<file path="src/rtl/vc_wrr_arbiter.sv">
// Two-VC weighted round-robin arbiter: pops bursts of up to weight_vcX words per grant and forwards them registered.
// Optional grant-word statistics counters are built when VC_WRR_ARBITER_STATS_EN is defined.
module vc_wrr_arbiter #(
    parameter int DATA_WIDTH   = 6,
    parameter int WEIGHT_WIDTH = 4
) (
    input  logic                    clk,
    input  logic                    reset,
    input  logic [WEIGHT_WIDTH-1:0] weight_vc0,
    input  logic [WEIGHT_WIDTH-1:0] weight_vc1,
    input  logic                    empty_vc0,
    input  logic                    empty_vc1,
    input  logic [DATA_WIDTH-1:0]   data_vc0,
    input  logic [DATA_WIDTH-1:0]   data_vc1,
    input  logic                    pausa_d0,
    input  logic                    pausa_d1,
    output logic                    pop_vc0,
    output logic                    pop_vc1,
    output logic [DATA_WIDTH-1:0]   data_out,
    output logic                    valid_out,
    output logic [1:0]              grant_vc,
    output logic [7:0]              cnt_vc0,
    output logic [7:0]              cnt_vc1
);

    typedef enum logic [1:0] {
        IDLE   = 2'b00,
        SERVE0 = 2'b01,
        SERVE1 = 2'b10
    } state_t;

    localparam logic [WEIGHT_WIDTH-1:0] ONE = WEIGHT_WIDTH'(1);

    state_t                  state;
    state_t                  state_nxt;
    logic [WEIGHT_WIDTH-1:0] credit;
    logic [WEIGHT_WIDTH-1:0] credit_nxt;
    logic [WEIGHT_WIDTH-1:0] load_w0;
    logic [WEIGHT_WIDTH-1:0] load_w1;
    logic                    halt;
    logic                    grant_end;
    logic                    pop_pend;
    logic                    pop_src;

    assign halt     = pausa_d0 | pausa_d1;
    assign grant_vc = state;

    // A zero weight would starve the VC, so it is promoted to a quota of one.
    assign load_w0 = (weight_vc0 == '0) ? ONE : weight_vc0;
    assign load_w1 = (weight_vc1 == '0) ? ONE : weight_vc1;

    assign pop_vc0 = (state == SERVE0) & ~empty_vc0 & ~halt;
    assign pop_vc1 = (state == SERVE1) & ~empty_vc1 & ~halt;

    always_comb begin
        state_nxt  = state;
        credit_nxt = credit;
        grant_end  = 1'b0;
        case (state)
            IDLE: begin
                if (!halt) begin
                    if (!empty_vc0) begin
                        state_nxt  = SERVE0;
                        credit_nxt = load_w0;
                    end else if (!empty_vc1) begin
                        state_nxt  = SERVE1;
                        credit_nxt = load_w1;
                    end
                end
            end
            SERVE0: begin
                if (!halt) begin
                    if (empty_vc0) begin
                        grant_end = 1'b1;
                    end else begin
                        credit_nxt = credit - ONE;
                        grant_end  = (credit == ONE);
                    end
                    // Prefer the other VC at grant end so neither can monopolise the output.
                    if (grant_end) begin
                        if (!empty_vc1) begin
                            state_nxt  = SERVE1;
                            credit_nxt = load_w1;
                        end else if (!empty_vc0) begin
                            state_nxt  = SERVE0;
                            credit_nxt = load_w0;
                        end else begin
                            state_nxt  = IDLE;
                            credit_nxt = '0;
                        end
                    end
                end
            end
            SERVE1: begin
                if (!halt) begin
                    if (empty_vc1) begin
                        grant_end = 1'b1;
                    end else begin
                        credit_nxt = credit - ONE;
                        grant_end  = (credit == ONE);
                    end
                    if (grant_end) begin
                        if (!empty_vc0) begin
                            state_nxt  = SERVE0;
                            credit_nxt = load_w0;
                        end else if (!empty_vc1) begin
                            state_nxt  = SERVE1;
                            credit_nxt = load_w1;
                        end else begin
                            state_nxt  = IDLE;
                            credit_nxt = '0;
                        end
                    end
                end
            end
            default: begin
                state_nxt  = IDLE;
                credit_nxt = '0;
            end
        endcase
    end

    always_ff @(posedge clk or posedge reset) begin
        if (reset) begin
            state  <= IDLE;
            credit <= '0;
        end else begin
            state  <= state_nxt;
            credit <= credit_nxt;
        end
    end

    // FIFO read data arrives one cycle after the pop; capture it from the recorded source.
    always_ff @(posedge clk or posedge reset) begin
        if (reset) begin
            pop_pend  <= 1'b0;
            pop_src   <= 1'b0;
            valid_out <= 1'b0;
            data_out  <= '0;
        end else begin
            pop_pend  <= pop_vc0 | pop_vc1;
            pop_src   <= pop_vc1;
            valid_out <= pop_pend;
            if (pop_pend) begin
                data_out <= pop_src ? data_vc1 : data_vc0;
            end
        end
    end

`ifdef VC_WRR_ARBITER_STATS_EN
    logic [7:0] cnt0_q;
    logic [7:0] cnt1_q;

    always_ff @(posedge clk or posedge reset) begin
        if (reset) begin
            cnt0_q <= 8'd0;
            cnt1_q <= 8'd0;
        end else begin
            if (pop_vc0 && (cnt0_q != 8'hFF)) begin
                cnt0_q <= cnt0_q + 8'd1;
            end
            if (pop_vc1 && (cnt1_q != 8'hFF)) begin
                cnt1_q <= cnt1_q + 8'd1;
            end
        end
    end

    assign cnt_vc0 = cnt0_q;
    assign cnt_vc1 = cnt1_q;
`else
    assign cnt_vc0 = 8'd0;
    assign cnt_vc1 = 8'd0;
`endif

endmodule
</file>
<file path="config.mk">
export PLATFORM = sky130hd
export DESIGN_NAME = vc_wrr_arbiter
export DESIGN_NICKNAME = d
export VERILOG_FILES = /design/src/rtl/vc_wrr_arbiter.sv
export SDC_FILE = /design/constraint.sdc
export NUM_CORES = 1
export LEC_CHECK = 0
export CAP_MARGIN = 5
export CELL_PAD_IN_SITES_DETAIL_PLACEMENT = 0
export CELL_PAD_IN_SITES_GLOBAL_PLACEMENT = 2
export CORE_AREA = 2 2 74 76
export DETAILED_ROUTE_END_ITERATION = 8
export DIE_AREA = 0 0 76 78
export PLACE_DENSITY_LB_ADDON = 0.1
export SKIP_LAST_GASP = 1
export SLEW_MARGIN = 10
export SYNTH_ARGS = -nofsm -noshare
export SYNTH_HDL_FRONTEND = slang
export SYNTH_SLANG_ARGS = --single-unit
</file>
<file path="constraint.sdc">
create_clock -name clk -period 5.2 [get_ports clk]
set_input_delay 1.56 -clock clk [delete_from_list [all_inputs] [get_ports clk]]
set_output_delay 1.56 -clock clk [all_outputs]
set_load 0.1 [all_outputs]
</file>
After elaboration in Yosys (flattened, before gate mapping)
Index checks and enable logic that the tools add are counted.

Flip-flop bits (word level): 15. Input port bits: 26. Output and inout bits: 27. Logic and storage cells: 67.

Add/sub/neg operators: 1. Eq/ne operators: 11. Multiplexer cells: 35. Bitwise gates (word level): 9. Reductions and logical operators: 5.

Operators by type and width (number): $mux W4 (15); $mux W2 (10); $pmux W4 S3 (1); $reduce_and A6 Y1 (2); $logic_not A4 Y1 (2); $mux W1 (7); $mux W6 (1); $ne A2 B2 Y1 const B (3); $ne A3 B2 Y1 const B (2); $pmux W2 S3 (1); $and A1 B1 Y1 (4); $eq A4 B1 Y1 const B (1); $ne A2 B1 Y1 const B (2); $sub A4 B1 Y4 const B (1); $ne A3 B3 Y1 const B (1); $not A1 Y1 (3); $eq A2 B1 Y1 const B (1); $eq A2 B2 Y1 const B (1); $logic_not A2 Y1 (1); $or A1 B1 Y1 (2).

Logic depth before layout (Yosys ltp)
Gate-level depths: netlist of run 1.

Depth in word-level cells: 7. Mapped depth: 7. Gate-level depth less buffers: 7.

Worst setup path after synthesis of run 1
Ideal clock, no wire load.

Path type: input to output. Start: input empty_vc1. End: output pop_vc1. Data arrival time: 4.075 ns. Required time: 3.640 ns. Setup slack: -0.435 ns. Stages on the path: 3. Path buffers: 2. Cells stage by stage: buf_2 -> buf_1 -> nor3_1.

Longest elaborated chain between the ends: 3.

Ends and longest elaborated chain: start, declared (line 12) `input logic empty_vc1,`; $not A1 Y1 (line 53) `assign pop_vc1 = (state == SERVE1) & ~empty_vc1 & ~halt;`; $and A1 B1 Y1 (2 in series) (line 53); end, declared (line 18) `output logic pop_vc1,`.

No other way between the ends.

Final worst setup path of run 1
Start: input pausa_d1. End: output pop_vc1.

Longest elaborated chain between the ends: 3.

Ends and longest elaborated chain: start, declared (line 16) `input logic pausa_d1,`; $or A1 B1 Y1 (line 45) `assign halt = pausa_d0 | pausa_d1;`; $not A1 Y1 (line 53); $and A1 B1 Y1 (line 53).

No other way between the ends.

==> metrics.md, run 1 <==
| Metric | Value |
|---|---|
| Yosys cell types | `47` |
| Hold Crit Class | `register to register` |
| Pwr Total | `0.000920 W` |
| Fin crit share | `0.848` |
| Hold Crit Endpoint | `data_out[0]$_DFFE_PP0P_` |
| Max Cap Violations | `0` |
| IO Pins | `53` |
| Hold path cells | `2` |
| Status | `complete, no violations` |
| Leading area contributor after synthesis | `dfrtp_1` |
| PortBufs | `36` |
| FMAX | `227 MHz` |
| Via/cell ratio | `4.58` |
| DR DRC count | `0` |
| Seq pwr share | `0.247` |
| Hold buffers post-CTS | `0` |
| GRT overflow | `0` |
| WP data required | `3640 ps` |
| Top FF cell, synth | `dfrtp_1` |
| Global placer's final weighted congestion | `0.759` |
| CTS buffer count | `3` |
| Critical path startpoint category | `primary input` |
| Die ar. | `5930 µm²` |
| R2R cell count | `5` |
| Reg-to-reg slack, setup | `3130 ps` |
| Clock power frac | `0.099` |
| Final min period | `4410 ps` |
| Top-count cell post-synth | `buf_4` |
| VDD IR max | `0.000232 V` |
| Wirelength per Cell | `13.2 µm` |
| Synth Instances | `149` |
| Clk sink count | `15` |
| Antenna diode count | `0` |
| Switching Fraction | `0.575` |
| Area grow syn2layout | `35.2%` |
| Slew Viols, Final | `0` |
| Initial DRC Count | `65` |
| Unrepaired setup endpoints after global routing | `no` |
| Clock slew at reported path FFs | `60 ps` |
| CP arrival | `2850 ps` |
| H-tree levels | `1` |
| Final #Nets | `209` |
| Die H | `78 µm` |
| Top cell type's share of synthesized area | `0.305` |
| Synthesized area | `1230 µm²` |
| Synth top area cells | `dfrtp_1 31%, buf_4 9.8%, a21oi_1 4.9%` |
| Routed Wire Length | `3290 µm` |
| Clock Path Buffers | `2` |
| Total core area | `5040 µm²` |
| Initial core utilization | `0.244` |
| Drt first pass iters | `4` |
| PwrDens | `553 nW/µm²` |
| Max FO, Critical Path | `6` |
| Row cnt | `26` |
| Seq/Total Area, Yosys | `0.305` |
| Die X | `76 µm` |
| Mapped Avg Cell Area | `8.25 µm²` |
| Pin count of the biggest net entering global routing | `21` |
| P_int | `0.000391 W` |
| Vias | `1144` |
| Root Buffer | `clkbuf_8` |
| Number of enable flip-flop cells after synthesis | `0` |
| Final Hold Fails | `0` |
| Yosys reg bits | `15` |
| RR Endpoint | `grant_vc[1]$_DFFE_PP0P_` |
| Worst r2r src | `grant_vc[1]$_DFFE_PP0P_` |
| DRT antenna net count | `0` |
| Fraction of registers with async set/reset | `1.00` |
| Layout Skew | `5.15 ps` |
| Setup repair bufs after CTS | `0` |
| Vias in the first global route | `1109` |
| Post-synth top cells | `16 x buf_4, 15 x dfrtp_1, 13 x nor2_1` |
| Fin Setup TNS | `0 ps` |
| Final setup fails | `0` |
| Global-route wire length before repair | `5520 µm` |
| P_sw | `0.000528 W` |
| Worst rel slew slack | `0.348` |
| Post-CTS sizing | `0` |
| DP HPWL | `2590 µm` |
| Clk_lat worst skew | `240 ps` |
| CTS tree | `done` |
| Syn. warnings | `0` |
| HP Start | `data_out[0]$_DFFE_PP0P_` |
| Crit path capture type | `primary output` |
| Crit path kind | `primary input to primary output` |
| GRT Total Usage | `0.113` |
| Combinational share of power | `0.654` |
| Antenna violations before repair | `0` |
| Share of cells above drive strength 1 | `0.0944` |
| Slew of the pin with the lowest slew margin | `975 ps` |
| P_leak | `0.649 nW` |
## worst max-delay path, stage by stage
cell and delay [ps]:
clkdlybuf4s50_1 390, or2_0 340, nor3_2 340, buf_12 220
## how the worst max path moves through the flow
stage          slack (ps)  depth (start not counted)  startpoint      end
2_1_floorplan         440                          3   empty_vc1  pop_vc1
3_3_place_gp          820                          4    pausa_d1  pop_vc1
3_5_place_dp          790                          4    pausa_d1  pop_vc1
4_1_cts               790                          4    pausa_d1  pop_vc1
5_1_grt               720                          4    pausa_d1  pop_vc1
6_report              790                          4    pausa_d1  pop_vc1
## cell type report
| cell class | count | area [µm²] |
|---|---|---|
| Clock buffer | 3 | 41.3 |
| Clock inverter | 1 | 5.00 |
| Fill cell | 537 | 3380 |
| Inverter | 3 | 11.3 |
| Multi-Input combinational cell | 120 | 746 |
| Sequential cell | 15 | 375 |
| Tap cell | 70 | 87.6 |
| Timing Repair Buffer | 38 | 395 |
## state kept, by name (all words and copies together) (netlist names)
signal and flops:
credit 4, data_out 6, grant_vc 2, pop_pend 1, pop_src 1, valid_out 1
## placed cells by master, fill, tap and decap left out, drive strengths merged, types with 2 or more instances in the layout
cell type and instances:
a21o 2, a21oi 12, a221oi 2, a22o 2
a31oi 2, a32oi 2, buf 4, clkbuf 3
clkdlybuf4s50 34, conb 16, dfrtp 15, ha 2
inv 3, mux2i 6, nand2 11, nand2b 5
nand3 2, nor2 14, nor2b 3, nor3 6
nor3b 5, o211ai 3, o21ai 2, o21bai 2
o22ai 3, or2 2
## cell families after synthesis
logic type                 Yosys count  share of synthesized area
muxes                                7                     0.0580
xor gates and xnor gates             1                    0.00713
other                                1                    0.00305
and+or+nand+nor                     53                      0.233
adders and majority gates            2                     0.0204
buffers and inverters               29                      0.142
AOI/OAI and AO/OA                   41                      0.231
DFF                                 15                      0.305
## layer usage
| metal | part of all wire | global-route usage |
|---|---|---|
| met1 | 0.45 | 0.145 |
| met2 | 0.47 | 0.180 |
| met3 | 0.059 | 0.0198 |
| met4 | 0.019 | 0.0600 |
| met5 | 0 | 0 |
## power by group through the flow
stage	clock, W	sequential [W]	combinational [W]
3_5_place_dp	0	0.000230	0.000605
6_report	0.0000915	0.000227	0.000601
2_1_floorplan	0	0.000421	0.000278
5_1_grt	0.000107	0.000237	0.000643
3_3_place_gp	0	0.000228	0.000605
4_1_cts	0.0000966	0.000228	0.000606
## metrics by stage
step | worst slack (ps) | instance area, µm² | hold slack [ps] | utilization | std cells
floorplan | 440 | 1290 | 394 | - | 164
global placement | 824 | 1620 | 512 | 0.320 | 246
detailed placement | 787 | 1620 | 527 | 0.320 | 246
CTS | 785 | 1660 | 539 | 0.330 | 250
global route | 717 | 1660 | 561 | 0.330 | 250
finish | 793 | 1660 | 529 | 0.330 | 250
No activity file was read; power rests on OpenSTA's default activity.
==> run 2, diff against run 1 <==
- CORE_AREA: 2 2 74 76 -> 2 2 80 82
- DIE_AREA: 0 0 76 78 -> 0 0 82 84
- clock period: 5.2 -> 3.95 ns (I/O delays scaled with it)
==> metrics.md, run 2 (synthesis results as in run 1) <==
| Metric | Value |
|---|---|
| Status | `complete, no violations (unchanged)` |
| Seq pwr share | `0.223 (was 0.247)` |
| Clock slew at reported path FFs | `60 ps (about the same)` |
| Via/cell ratio | `4.49 (was 4.58)` |
| Max Cap Violations | `0 (unchanged)` |
| Delay-heaviest family, CP | `simple AND/OR/NAND/NOR gates (unchanged)` |
| DRT antenna net count | `0 (unchanged)` |
| Routed Wire Length | `3530 µm (was 3290 µm)` |
| Hold path cells | `2 (unchanged)` |
| GRT Total Usage | `0.109 (was 0.113)` |
| Hold Crit Class | `register to register (unchanged)` |
| Placed cells | `254 (was 246)` |
| Drt first pass iters | `4 (unchanged)` |
| Fin cells | `258 (was 250)` |
| RR Endpoint | `credit[1]$_DFFE_PP0P_ (was grant_vc[1]$_DFFE_PP0P_)` |
| CTS buffer count | `3 (unchanged)` |
| Final #Nets | `210 (was 209)` |
| Commonest cells after routing, fill and taps aside | `32 x clkdlybuf4s50_1, 16 x conb_1, 15 x dfrtp_1 (was 34 x clkdlybuf4s50_1, 16 x conb_1, 15 x dfrtp_1)` |
| Global placer's final weighted congestion | `0.762 (was 0.759)` |
| Slew Viols, Final | `0 (unchanged)` |
| Multi-input gate area | `758 µm² (was 746 µm²)` |
| H-tree levels | `1 (unchanged)` |
| Root Buffer | `clkbuf_8 (unchanged)` |
| Clk sink count | `15 (unchanged)` |
| Final setup fails | `0 (unchanged)` |
| Max reg flops | `6 (unchanged)` |
| Die H | `84 µm (was 78 µm)` |
| Crit path kind | `primary input to primary output (unchanged)` |
| Slowest stage delay, CP | `390 ps (about the same)` |
| Final min period | `3660 ps` |
| Slew of the pin with the lowest slew margin | `969 ps (was 975 ps)` |
| Hold Crit Endpoint | `data_out[5]$_DFFE_PP0P_ (was data_out[0]$_DFFE_PP0P_)` |
| Switching Fraction | `0.574 (was 0.575)` |
| DR DRC count | `0 (unchanged)` |
| Setup repair bufs after CTS | `0 (unchanged)` |
| Unrepaired setup endpoints after global routing | `no (unchanged)` |
| Clock Path Buffers | `2 (unchanged)` |
| R2R cell count | `4 (was 5)` |
| P_int | `0.000522 W (was 0.000391 W)` |
| CTS tree | `done (unchanged)` |
| Row cnt | `29 (was 26)` |
| Initial core utilization | `0.202 (was 0.244)` |
| Die ar. | `6890 µm² (was 5930 µm²)` |
| DP HPWL | `2750 µm (was 2590 µm)` |
| CP arrival | `2480 ps (was 2850 ps)` |
| Share of cells above drive strength 1 | `0.105 (was 0.0944)` |
| Register area | `375 µm² (unchanged)` |
| Pin count of the biggest net entering global routing | `20 (was 21)` |
| HP Start | `data_out[5]$_DFFE_PP0P_ (was data_out[0]$_DFFE_PP0P_)` |
| Final Hold Fails | `0 (unchanged)` |
| FMAX | `273 MHz` |
| Crit path capture type | `primary output (unchanged)` |
| Antenna diode count | `0 (unchanged)` |
| Post-CTS sizing | `0 (unchanged)` |
| Fin Setup TNS | `0 ps (unchanged)` |
| P_leak | `0.663 nW (was 0.649 nW)` |
| Critical path startpoint category | `primary input (unchanged)` |
| Max FO, Critical Path | `6 (unchanged)` |
| Fin crit share | `0.927` |
| Layout Skew | `1.02 ps (was 5.15 ps)` |
| Initial DRC Count | `41 (was 65)` |
| Clock power frac | `0.101 (was 0.099)` |
| Vias | `1158 (was 1144)` |
| WP data required | `2760 ps (was 3640 ps)` |
| Antenna violations before repair | `0 (unchanged)` |
| # fillers | `660 (was 537)` |
| Global-route wire length before repair | `5780 µm (was 5520 µm)` |
| VDD IR max | `0.000339 V (was 0.000232 V)` |
| Instance count on the critical path | `4 (unchanged)` |
| Reg-to-reg slack, setup | `1950 ps (was 3130 ps)` |
| Buf/Inv on CP | `2 (unchanged)` |
| Worst r2r src | `grant_vc[0]$_DFFE_PP0P_ (was grant_vc[1]$_DFFE_PP0P_)` |
| IO Pins | `53 (unchanged)` |
| Combinational share of power | `0.676 (was 0.654)` |
| Critical Path, Cell by Cell | `clkdlybuf4s50_1 > or2_0 > nor3_4 > buf_12 (was clkdlybuf4s50_1 > or2_0 > nor3_2 > buf_12)` |
| GRT overflow | `0 (unchanged)` |
| Vias in the first global route | `1166 (was 1109)` |
| Hold buffers post-CTS | `0 (unchanged)` |
| PortBufs | `36 (unchanged)` |
| Largest register by flop count | `data_out (unchanged)` |
| PwrDens | `727 nW/µm² (was 553 nW/µm²)` |
| Wirelength per Cell | `13.7 µm (was 13.2 µm)` |
| Worst rel slew slack | `0.352 (was 0.348)` |
| Area grow syn2layout | `37.1% (was 35.2%)` |
| Total core area | `6100 µm² (was 5040 µm²)` |
| P_sw | `0.000702 W (was 0.000528 W)` |
| Clk_lat worst skew | `240 ps (about the same)` |
| Critical-path top delay cell | `clkdlybuf4s50_1 (unchanged)` |
| Die X | `82 µm (was 76 µm)` |
| Most common cell after layout, fill and taps aside | `clkdlybuf4s50_1 (unchanged)` |
==> run 2: cell types whose count changed in the layout (fill, tap and decap cells not counted), sizes merged <==
cell and change:
buf +3, clkbuf +1, clkdlybuf4s50 -2, clkinv -1
==> run 2: metal layers <==
layer	global-route usage	wire, µm	up-vias
met1	0.137	1530	535
li1	-	-	572
met2	0.184	1730	46
met4	0.0409	61	0
met5	0	0	-
met3	0.0162	215	5
==> run 2: final cells by class <==
| type | count | share of cell area |
|---|---|---|
| clock buffers | 4 | 0.0267 |
| inverters | 3 | 0.00669 |
| multi-input cells | 120 | 0.450 |
| flip-flops and latches | 15 | 0.223 |
| well taps | 77 | 0.0572 |
| repair buffers | 39 | 0.236 |
==> run 2: worst max-delay path by stage <==
| stage | from | endpoint | slack [ps] |
|---|---|---|---|
| floorplan | pausa_d1 | pop_vc1 | 350 |
| global placement | pausa_d1 | pop_vc1 | 310 |
| detailed placement | pausa_d1 | pop_vc1 | 280 |
| CTS | pausa_d1 | pop_vc1 | 280 |
| global route | pausa_d1 | pop_vc1 | 190 |
| finish | pausa_d1 | pop_vc1 | 290 |
==> run 2: stage by stage <==
step | hold slack, ps | cell area (µm²) | total power, W | setup WS [ps] | util
2_1_floorplan | 394 | 1310 | 0.000924 | 350 | -
3_3_place_gp | 510 | 1640 | 0.00112 | 313 | 0.269
3_5_place_dp | 520 | 1640 | 0.00111 | 278 | 0.269
4_1_cts | 538 | 1680 | 0.00124 | 279 | 0.276
5_1_grt | 560 | 1680 | 0.00131 | 190 | 0.276
6_report | 528 | 1680 | 0.00122 | 289 | 0.276
==> run 2: power by group through the flow <==
stage                     clock (W)  combinational [W]  sequential [W]
after detailed placement          0           0.000833        0.000276
after CTS                  0.000135           0.000834        0.000273
final                      0.000124           0.000827        0.000273
after global routing       0.000138           0.000892        0.000283
after floorplan                   0           0.000370        0.000554
after global placement            0           0.000840        0.000276
==> run 2: worst register-to-register path, cell delays in order (launching register included) <==
cell and delay [ps]:
dfrtp_1 670, nor2_1 220, a32o_1 420, nor4_1 470, a21oi_1 90
